## config.mk

```make
export PLATFORM = sky130hd
export DESIGN_NAME = fifo_2w1r
export DESIGN_NICKNAME = d
export VERILOG_FILES = /design/src/rtl/fifo_2w1r.sv
export SDC_FILE = /design/constraint.sdc
export NUM_CORES = 1
export LEC_CHECK = 0
export BUFFER_PORTS_ARGS = -buffer_cell sky130_fd_sc_hd__buf_2
export CAP_MARGIN = 15
export CORE_MARGIN = 5
export CORE_UTILIZATION = 55
export CTS_CLUSTER_DIAMETER = 60
export DETAILED_ROUTE_END_ITERATION = 16
export PLACE_DENSITY_LB_ADDON = 0.2
export SLEW_MARGIN = 5
export SYNTH_ARGS = -nofsm -noshare
export SYNTH_HDL_FRONTEND = slang
export SYNTH_SLANG_ARGS = --single-unit
export TNS_END_PERCENT = 20
```

## constraint.sdc

```tcl
create_clock -name clk -period 10.8 [get_ports clk]
set_clock_uncertainty 0.15 [all_clocks]
set_input_delay 0.54 -clock clk [delete_from_list [all_inputs] [get_ports clk]]
set_output_delay 0.54 -clock clk [all_outputs]
set_load 0.01 [all_outputs]
```

## src/rtl/fifo_2w1r.sv

```systemverilog
// fifo_2w1r: show-ahead synchronous FIFO, two write lanes (lane 0 older),
// one read lane. Sits between fetch (pushes up to two words per cycle) and
// decode (pops one); flush drops every buffered entry on a branch redirect.
// Optional feature macro: FIFO_BYPASS_EN. When it is defined, an empty FIFO
// hands lane 0 straight to a ready consumer in the same cycle.
// Pointers carry a wrap bit, so occupancy is simply wptr - rptr.
module fifo_2w1r #(
   parameter int DATA_LEN   = 32,
   parameter int AddR_Width = 4
) (
   input  logic                  clk,
   input  logic                  rstn,
   input  logic                  flush,
   input  logic [1:0]            wvalid,
   input  logic [DATA_LEN-1:0]   wdata0,
   input  logic [DATA_LEN-1:0]   wdata1,
   output logic                  wready,
   output logic                  rvalid,
   input  logic                  rready,
   output logic [DATA_LEN-1:0]   rdata,
   output logic [AddR_Width:0]   count,
   output logic                  ovf_err,
   output logic                  udf_err
);

   localparam int PW    = AddR_Width + 1;
   localparam int DEPTH = 1 << AddR_Width;
   localparam logic [PW-1:0] ZERO_P  = {PW{1'b0}};
   localparam logic [PW-1:0] ONE_P   = PW'(1);
   localparam logic [PW-1:0] TWO_P   = PW'(2);
   localparam logic [PW-1:0] DEPTH_P = PW'(DEPTH);

   logic [DATA_LEN-1:0] mem_q [DEPTH];
   logic [PW-1:0]       wptr_q, wptr_d;
   logic [PW-1:0]       rptr_q, rptr_d;
   logic                ovf_q, ovf_d;
   logic                udf_q, udf_d;

   logic                empty_s;
   logic                byp_s;
   logic                push_s;
   logic                pop_s;
   logic                wr0_en_s;
   logic                wr1_en_s;
   logic [DATA_LEN-1:0] wr0_data_s;
   logic [PW-1:0]       wptr1_s;
   logic [PW-1:0]       wptr_inc_s;

   // Status, handshakes, head data and next-state pointer/flag logic.
   always_comb begin
      count   = wptr_q - rptr_q;
      empty_s = (count == ZERO_P);
      // Two free slots are required even for a single-lane push.
      wready  = (count <= (DEPTH_P - TWO_P));

      byp_s = 1'b0;
`ifdef FIFO_BYPASS_EN
      byp_s = empty_s & ~flush & wvalid[0] & rready;
`endif

      rvalid = ~empty_s | byp_s;
      rdata  = byp_s ? wdata0 : mem_q[rptr_q[AddR_Width-1:0]];

      // wvalid = 2'b10 is not contiguous and is ignored; lane 0 gates everything.
      push_s = wvalid[0] & wready & ~flush;
      // A bypassed lane 0 is consumed without touching rptr.
      pop_s  = rready & ~empty_s & ~flush;

      // In bypass, lane 1 (if any) takes the slot lane 0 would have used.
      wr0_en_s   = push_s & (~byp_s | wvalid[1]);
      wr1_en_s   = push_s & ~byp_s & wvalid[1];
      wr0_data_s = byp_s ? wdata1 : wdata0;
      wptr1_s    = wptr_q + ONE_P;

      if (wr1_en_s) begin
         wptr_inc_s = TWO_P;
      end else if (wr0_en_s) begin
         wptr_inc_s = ONE_P;
      end else begin
         wptr_inc_s = ZERO_P;
      end

      if (flush) begin
         wptr_d = rptr_q;
      end else begin
         wptr_d = wptr_q + wptr_inc_s;
      end

      if (pop_s) begin
         rptr_d = rptr_q + ONE_P;
      end else begin
         rptr_d = rptr_q;
      end

      ovf_d = ovf_q | (wvalid[0] & ~wready & ~flush);
      udf_d = udf_q | (rready & ~rvalid & ~flush);

      ovf_err = ovf_q;
      udf_err = udf_q;
   end

   // Pointer and sticky error registers with synchronous active-low reset.
   always_ff @(posedge clk) begin
      if (!rstn) begin
         wptr_q <= ZERO_P;
         rptr_q <= ZERO_P;
         ovf_q  <= 1'b0;
         udf_q  <= 1'b0;
      end else begin
         wptr_q <= wptr_d;
         rptr_q <= rptr_d;
         ovf_q  <= ovf_d;
         udf_q  <= udf_d;
      end
   end

   // Entry storage; deliberately not reset, contents are only read when valid.
   always_ff @(posedge clk) begin
      if (wr0_en_s) begin
         mem_q[wptr_q[AddR_Width-1:0]] <= wr0_data_s;
      end
      if (wr1_en_s) begin
         mem_q[wptr1_s[AddR_Width-1:0]] <= wdata1;
      end
   end

endmodule

```

==> results of run 1 <==
-- metrics by stage --
stage / hold WS, ns / power [mW]
2_1_floorplan: 0.318 / 2.93
3_3_place_gp: 0.294 / 3.15
3_5_place_dp: 0.301 / 3.16
4_1_cts: 0.150 / 4.88
5_1_grt: 0.178 / 5.01
6_report: 0.170 / 4.84
-- sequential cells by signal, summed over array words and instances, names as in the netlist, named ones only --
signal and flops:
mem_q 512, ovf_err 1, rptr_q 5, udf_err 1, wptr_q 5
-- placed cells by master, fill, tap and decap left out, types with 4 or more instances in the layout --
cell / netlist / routed
sky130_fd_sc_hd__nand3_1: 10 / 10
sky130_fd_sc_hd__mux2_2: 459 / 459
sky130_fd_sc_hd__mux4_2: 160 / 160
sky130_fd_sc_hd__dfxtp_1: 16 / 12
sky130_fd_sc_hd__nor4b_2: 0 / 4
sky130_fd_sc_hd__buf_4: 0 / 42
sky130_fd_sc_hd__nor2_1: 12 / 12
sky130_fd_sc_hd__edfxtp_1: 512 / 512
sky130_fd_sc_hd__inv_1: 9 / 9
sky130_fd_sc_hd__nand2b_1: 7 / 7
sky130_fd_sc_hd__mux2i_1: 8 / 8
sky130_fd_sc_hd__nor2b_1: 6 / 6
sky130_fd_sc_hd__mux2_1: 23 / 23
sky130_fd_sc_hd__nand2_1: 21 / 21
sky130_fd_sc_hd__buf_2: 48 / 110
sky130_fd_sc_hd__nand4_1: 4 / 4
sky130_fd_sc_hd__clkbuf_16: 0 / 55
sky130_fd_sc_hd__clkinv_1: 0 / 9
sky130_fd_sc_hd__a21oi_1: 7 / 5
sky130_fd_sc_hd__mux2_4: 30 / 30
sky130_fd_sc_hd__clkinv_2: 0 / 12
sky130_fd_sc_hd__nor3_4: 0 / 6
sky130_fd_sc_hd__xnor2_1: 4 / 4
sky130_fd_sc_hd__ha_1: 7 / 7
sky130_fd_sc_hd__clkbuf_1: 99 / 12
-- cell type report --
| type | count | area [µm²] |
|---|---|---|
| fillers | 3628 | 19000 |
| repair buffers | 153 | 881 |
| clock buffers | 67 | 1420 |
| multi-input cells | 813 | 10700 |
| well taps | 622 | 778 |
| diodes | 3 | 7.51 |
| clock inverters | 28 | 169 |
| flip-flops and latches | 528 | 15700 |
| inverters | 11 | 41.3 |
-- critical path: cells and delay by family (launching register included) --
kind	cells	cell delay (ns)
DFF	1	0.41
muxes	1	0.40
xor gates and xnor gates	1	0.70
buffers and inverters	4	1.22
AOI/OAI and AO/OA	2	0.36
adders and majority gates	2	0.59
and+or+nand+nor	1	0.86
-- power breakdown --
group	switching, mW	total [mW]	internal (mW)
sequential	0.0357	2.32	2.29
combinational	0.387	0.787	0.400
clock	0.774	1.73	0.952
total	1.20	4.84	3.64
-- metal layers --
layer | GRT usage, % | vias to the layer above | routed length (µm) | part of all wire (%)
met3 | 4.51 | 110 | 4400 | 6.5
li1 | - | 6214 | - | -
met2 | 41.3 | 511 | 33500 | 49
met5 | 0 | - | 34 | 0.050
met4 | 6.43 | 6 | 1520 | 2.2
met1 | 36.1 | 7870 | 28500 | 42
-- cells in the mapped netlist, drive strengths merged (8+ instances only) --
master    n  area [µm²]
mux2    512        5880
nor3     10        80.1
nand2    21        78.8
mux4    160        3600
nand3    10        50.1
edfxtp  512       15400
mux2i     8        80.1
clkbuf   99         372
inv      11        41.3
buf      66         338
dfxtp    16         320
nor2     12        45.0
-- kinds of logic (layout without fill, tap and decap cells) --
| group | Yosys count | in the layout |
|---|---|---|
| adder cells (fa/ha/maj) | 9 | 9 |
| AO/OA/AOI/OAI | 22 | 22 |
| buffers and inverters | 176 | 259 |
| other | 0 | 3 |
| AND/OR/NAND/NOR | 95 | 95 |
| flip-flops | 528 | 528 |
| multiplexers | 680 | 680 |
| XOR/XNOR | 7 | 7 |
-- worst paths after layout --
check	endpoint	slack, ns	start	cells after the start
worst min-delay path	ovf_err	0.17	rstn	2
worst min register to register	ovf_err	0.32	ovf_err	1
worst max register to register	mem_q[8][25]	5.84	wptr_q[0]	11
worst max-delay path	mem_q[8][25]	5.84	wptr_q[0]	11
==> run summary, run 1 <==
The run finished with clean final reports. The remaining antenna violation count came out at 0. The share of the clock period used by the worst path after layout is 46.0%. The worst setup slack after layout came out at 5.84 ns. The total number of H-tree levels came out at 2. For the pin with the worst max-slew slack, the measured transition is 1.14 ns.

The top-level port count came out at 111. The number of antenna violations at the first check in global routing was 6. Traced cell by cell, the critical path runs through inv_1 -> ha_1 -> inv_1 -> fa_1 -> a21o_1 -> a21oi_1 -> xor2_1 -> inv_2 -> nor4b_4 -> buf_4 -> mux2_2.

The longest individual stage delay on the worst path came out at 0.86 ns. The leakage power figure came out at 9.52 nW. The critical path arrival is 5.15 ns.

On the critical path, the stage with the largest delay is an instance of sky130_fd_sc_hd__nor4b_4. The post-place instance area is 28100 µm². Setup violations remaining at the end of the flow were counted as 0.

Data on the critical path is required at its endpoint by 10.99 ns. In this run the tool buffered the top-level ports with 110 buffer cells. The post-layout utilization of the core came out at 61.0%. After routing the design area is 29700 µm². After synthesis, flip-flops and latches occupy 58.3% of the total area. In this run the worst hold path is classified as in -> reg. The post-synthesis sequential element count is 528. For this run, design rule violations remaining after detail routing come to 0. After detailed routing, the number of vias per cell comes to 6.61. The post-synthesis xor/xnor area fraction came out at 0.255%. The weighted congestion reported at the end of routability-driven placement came out at 0.767.

The worst setup path is launched from a flop. The portion of synthesized area spent on multiplexers is 35.5%. The synthesized area per cell came out at 17.8 µm². Among all flip-flop cells after synthesis, the most frequent one is sky130_fd_sc_hd__edfxtp_1. The share of the synthesized area in compound gates (AO/OA/AOI/OAI) is 0.525%. The floorplan step set the die height to 231 µm. The number of DRC markers in iteration 0 came out at 1441. The routed length per placed instance came out at 30.6 µm. The cell area after technology mapping came out at 26900 µm². The hold buffer count at CTS came out at 0. The highest net fanout along the worst path came out at 24.

The number of global-route vias before repair came out at 15500. The die covers 53500 µm². The aggregate routed wire length is 68000 µm. The filler-free cell count of the finished design came out at 2225. The insertion delay of the later-clocked pin in the worst-skew pair came out at 0.58 ns. The worst setup path is captured at a flop. The basic-gate share of the synthesized area counting and, or, nand and nor cells is 2.20%.

The worst pin sits at a relative slew slack of 24.1%. The total grt overflow is 0. The initial core utilization is 55.4%. TritonCTS built the clock tree. The post-CTS setup-driven buffer insertion count is 0.

Relative to the synthesized area, the layout overhead comes to 10.2%. The first detailed-routing pass took 5 iterations. For this run, the post-layout net count is 1641.

The placeable core area is 48600 µm². Yosys printed 0 warnings. The fraction of final layout cells with drive strength greater than 1 is 57.1%.

The count of vias placed by the detailed router came out at 14700. Setup repair after global routing left no endpoint under its margin. The pre-CTS setup slack came out at 5.91 ns. The gate count after technology mapping is 1517. The critical path class is reg -> reg. After floorplanning, the core was divided into 81 placement rows. After clock tree synthesis, the repair step resized 0 gates.

The maximum clock frequency is 202 MHz. The cell that appears most often on the critical path is sky130_fd_sc_hd__inv_1. The total routing resource utilization after global routing is 25.4%. The peak supply drop came out at 0.000105 V. The largest net degree at the start of global routing came out at 63. The number of unique standard cell types used by synthesis is 49.

TritonCTS created 55 clock buffers. The number of hold violations in the final report came to 0. The global-route wire length before repair is 101000 µm.

The wire-length estimate of the detail-placed layout is 36600 µm. Clock tree synthesis found a total of 528 sinks. The total of max-cap violations is 0. The net count of the mapped netlist is 1596. The minimum clock period came out at 4.96 ns.

The overall die width came out at 231 µm. The proportion of register bits with asynchronous set or reset after synthesis came out at 0%. Power spread over the standard cell area amounts to 163 nW/µm².

The number of pins exceeding their max-slew limit in the final report came out at 0. By area, the combinational part of the netlist is dominated by multiplexers. Clock-pin slew was measured on the worst setup and hold paths at 0.06 ns. After Yosys synthesis, full adders, half adders and majority gates account for 0.474% of the synthesized area. The number of buffers on the longest clock path is 3. The number of enable flip-flop cells after synthesis is 512. The clock root buffer master is sky130_fd_sc_hd__clkbuf_16. The number of placed instances, taps included, is 2127.

The setup total negative slack came out at 0 ns.
Note: power is estimated with default switching activity, not from simulation.
==> run 2, diff against run 1 <==
clock period = 5.05 ns   (was 10.8 ns; I/O delays follow)
==> run summary, run 2 (synthesis results as in run 1) <==
The total of max-cap violations came out at 0. The path with the worst hold slack has its endpoint at mem_q[9][8]. The global-route wire length before repair came out at 103000 µm. The slowest stage of the critical path is the sky130_fd_sc_hd__or4_2 cell. The transition time at the pin with the least slew margin came out at 1.09 ns. The final count of negative-setup-slack endpoints came out at 0.

The insertion delay of the later-clocked pin in the worst-skew pair came out at 0.60 ns. The aggregate routed wire length came out at 68400 µm. The worst relative slew slack is 27.4%. In this run the critical register-to-register path is captured at mem_q[4][28]. For this block, the via count after detailed routing is 15000. The startpoint identified for the worst hold timing path is wdata1[8]. The pre-CTS setup slack is 0.496 ns. The library cells used most frequently in the layout, excluding fill and tap cells, are sky130_fd_sc_hd__edfxtp_1, sky130_fd_sc_hd__mux2_2, sky130_fd_sc_hd__mux4_2, sky130_fd_sc_hd__buf_2, sky130_fd_sc_hd__clkbuf_16.

Setup repair after global routing left no endpoint under its margin. The number of flip-flops in the largest register is 512. The number of pins exceeding their max-slew limit in the final report is 0. For this run, the top clock speed supported by timing is 206 MHz. The critical path contains buffers and inverters numbering 4 combined. The total grt overflow is 0. The overall power after layout is 10.6 mW.

TritonCTS built the clock tree. Along the worst path, the maximum fanout reaches 19. The number of antenna violations at the first check in global routing came out at 5. The number of DRC markers in iteration 0 is 1725. The total half-perimeter wirelength after legalization and detailed placement is 38000 µm. The total power divided by cell area came out at 348 nW/µm². The standard-cell row count is 81. After detailed routing, the number of remaining DRC violations is 0. In this run the count of I/O pins placed on the die edge is 111. The initial core utilization is 55.4%. The largest net degree at the start of global routing is 60. The routed length per placed instance came out at 29.9 µm. The element type at the critical path end is a flop. The critical path goes through inv_1 -> ha_1 -> inv_1 -> fa_1 -> and3b_1 -> and4_4 -> or2_1 -> or4_2 -> buf_12 -> mux2_1 -> dlygate4sd3_1.

The number of buffers on the longest clock path is 3. In this run the remaining antenna-violating nets after routing total 0. The minimum clock period is 4.86 ns. The total routing resource utilization after global routing came out at 25.8%. The run finished with clean final reports. The worst hold path was traced through 2 stages. In this run the standard cell core region covers 48600 µm². The number of clock buffers inserted by TritonCTS came out at 56. The first-pass iteration count of the detailed router is 5. The peak supply drop is 0.000258 V. The reg2reg setup slack is 0.19 ns.

The via density per instance is 6.55. The clock slew at the register clock pins of the worst setup and hold paths came out at 0.06 ns. In this design, the stage delay of the slowest critical-path cell is 1.07 ns. Leaving out fill and tap cells, the most frequent cell in the layout is sky130_fd_sc_hd__edfxtp_1. The leakage power figure came out at 9.82 nW.

In this run the worst hold path is classified as in -> reg. The critical path is of the reg -> reg type. The number of global-route vias before repair is 15700. Setup slack on the critical path of the routed design comes to 0.186 ns.

The number of buffers inserted by port buffering came out at 110. In this run the critical register-to-register path is launched from wptr_q[0]. The area added between synthesis and finish came out at 12.7%. The weighted congestion reported at the end of routability-driven placement is 0.796. The worst hold-check slack is 0.0281 ns.

For the worst setup path, the data required time is 5.26 ns. Cells fill 62.4% of the core in the end. The number of sinks handled by clock tree synthesis came out at 528. In this run, post-CTS repair resized a total of 0 instances. The post-route netlist has 55.7% of its cells at a drive strength greater than 1. Data arrives at the worst endpoint at 5.07 ns. The cell type with the highest occurrence count on the critical path is sky130_fd_sc_hd__inv_1.

The overall die width is 231 µm. The total number of H-tree levels is 2. The kind of start point of the critical path is a flop.

The net total in the final layout is 1692. The die height is 231 µm. Grouping stages by cell kind, the critical path spends the most delay in simple AND/OR/NAND/NOR gates. The number of hold violations in the final report was 0. The depth of the worst register-to-register path came out at 11.

The floorplan step defined a die boundary enclosing 53500 µm². The share of the clock period used by the worst path after layout is 96.3%. The fill cell instance count of the final layout came out at 3567. CTS placed an instance of sky130_fd_sc_hd__clkbuf_16 at the clock tree root.
==> run 2: final cells by class <==
| cell class | instances | area [µm²] | share of cell area, % |
|---|---|---|---|
| diodes | 2 | 5.00 | 0.0165 |
| clock buffers | 73 | 1490 | 4.90 |
| clock inverters | 32 | 205 | 0.676 |
| inverters | 11 | 41.3 | 0.136 |
| multi-input cells | 813 | 10700 | 35.2 |
| flip-flops and latches | 528 | 15700 | 51.7 |
| well taps | 622 | 778 | 2.56 |
| repair buffers | 203 | 1450 | 4.78 |
==> run 2: worst max path at each step <==
stage	startpoint	end	depth (start not counted)	slack, ns
3_3_place_gp	wptr_q[0]	mem_q[12][19]	10	0.63
4_1_cts	wptr_q[0]	mem_q[0][27]	11	0.21
2_1_floorplan	wptr_q[0]	mem_q[11][0]	11	-1.37
3_5_place_dp	wptr_q[0]	mem_q[12][19]	10	0.50
5_1_grt	wptr_q[0]	mem_q[0][25]	11	0.04
6_report	wptr_q[0]	mem_q[4][28]	11	0.19
==> run 2: repair_timing <==
item	in CTS	in global routing
hold buffers	41	0
buffers inserted	0	0
hold endpoints to repair	89	0
==> run 2: worst reg2reg max path: stages (launching register included) <==
cell	delay [ns]
sky130_fd_sc_hd__dfxtp_1	0.51
sky130_fd_sc_hd__inv_1	0.14
sky130_fd_sc_hd__ha_1	0.23
sky130_fd_sc_hd__inv_1	0.07
sky130_fd_sc_hd__fa_1	0.47
sky130_fd_sc_hd__and3b_1	0.20
sky130_fd_sc_hd__and4_4	0.19
sky130_fd_sc_hd__or2_1	0.40
sky130_fd_sc_hd__or4_2	1.07
sky130_fd_sc_hd__buf_12	0.31
sky130_fd_sc_hd__mux2_1	0.33
sky130_fd_sc_hd__dlygate4sd3_1	0.56
==> run 2: power by group <==
part / total [mW] / switching [mW] / internal (mW) / leakage, nW
Clock: 3.86 / 1.69 / 2.17 / 0.828
Combinational: 1.73 / 0.830 / 0.899 / 4.24
Sequential: 4.98 / 0.0889 / 4.89 / 4.75
Total: 10.6 / 2.61 / 7.96 / 9.82
==> run 2: routing by layer <==
layer	vias to the layer above	track usage [%]	wire length, µm
met3	113	3.43	4100
met5	-	0	34
met2	502	42.4	33800
li1	6329	-	-
met4	4	6.89	1700
met1	8015	37.0	28700
==> run 2: through the flow <==
step | cells | setup TNS, ns | cell area [µm²]
floorplan | 1517 | -401.93 | 26900
global placement | 2136 | 0 | 28300
detailed placement | 2136 | 0 | 28300
CTS | 2282 | 0 | 30400
global route | 2283 | 0 | 30400
finish | 2284 | 0 | 30400
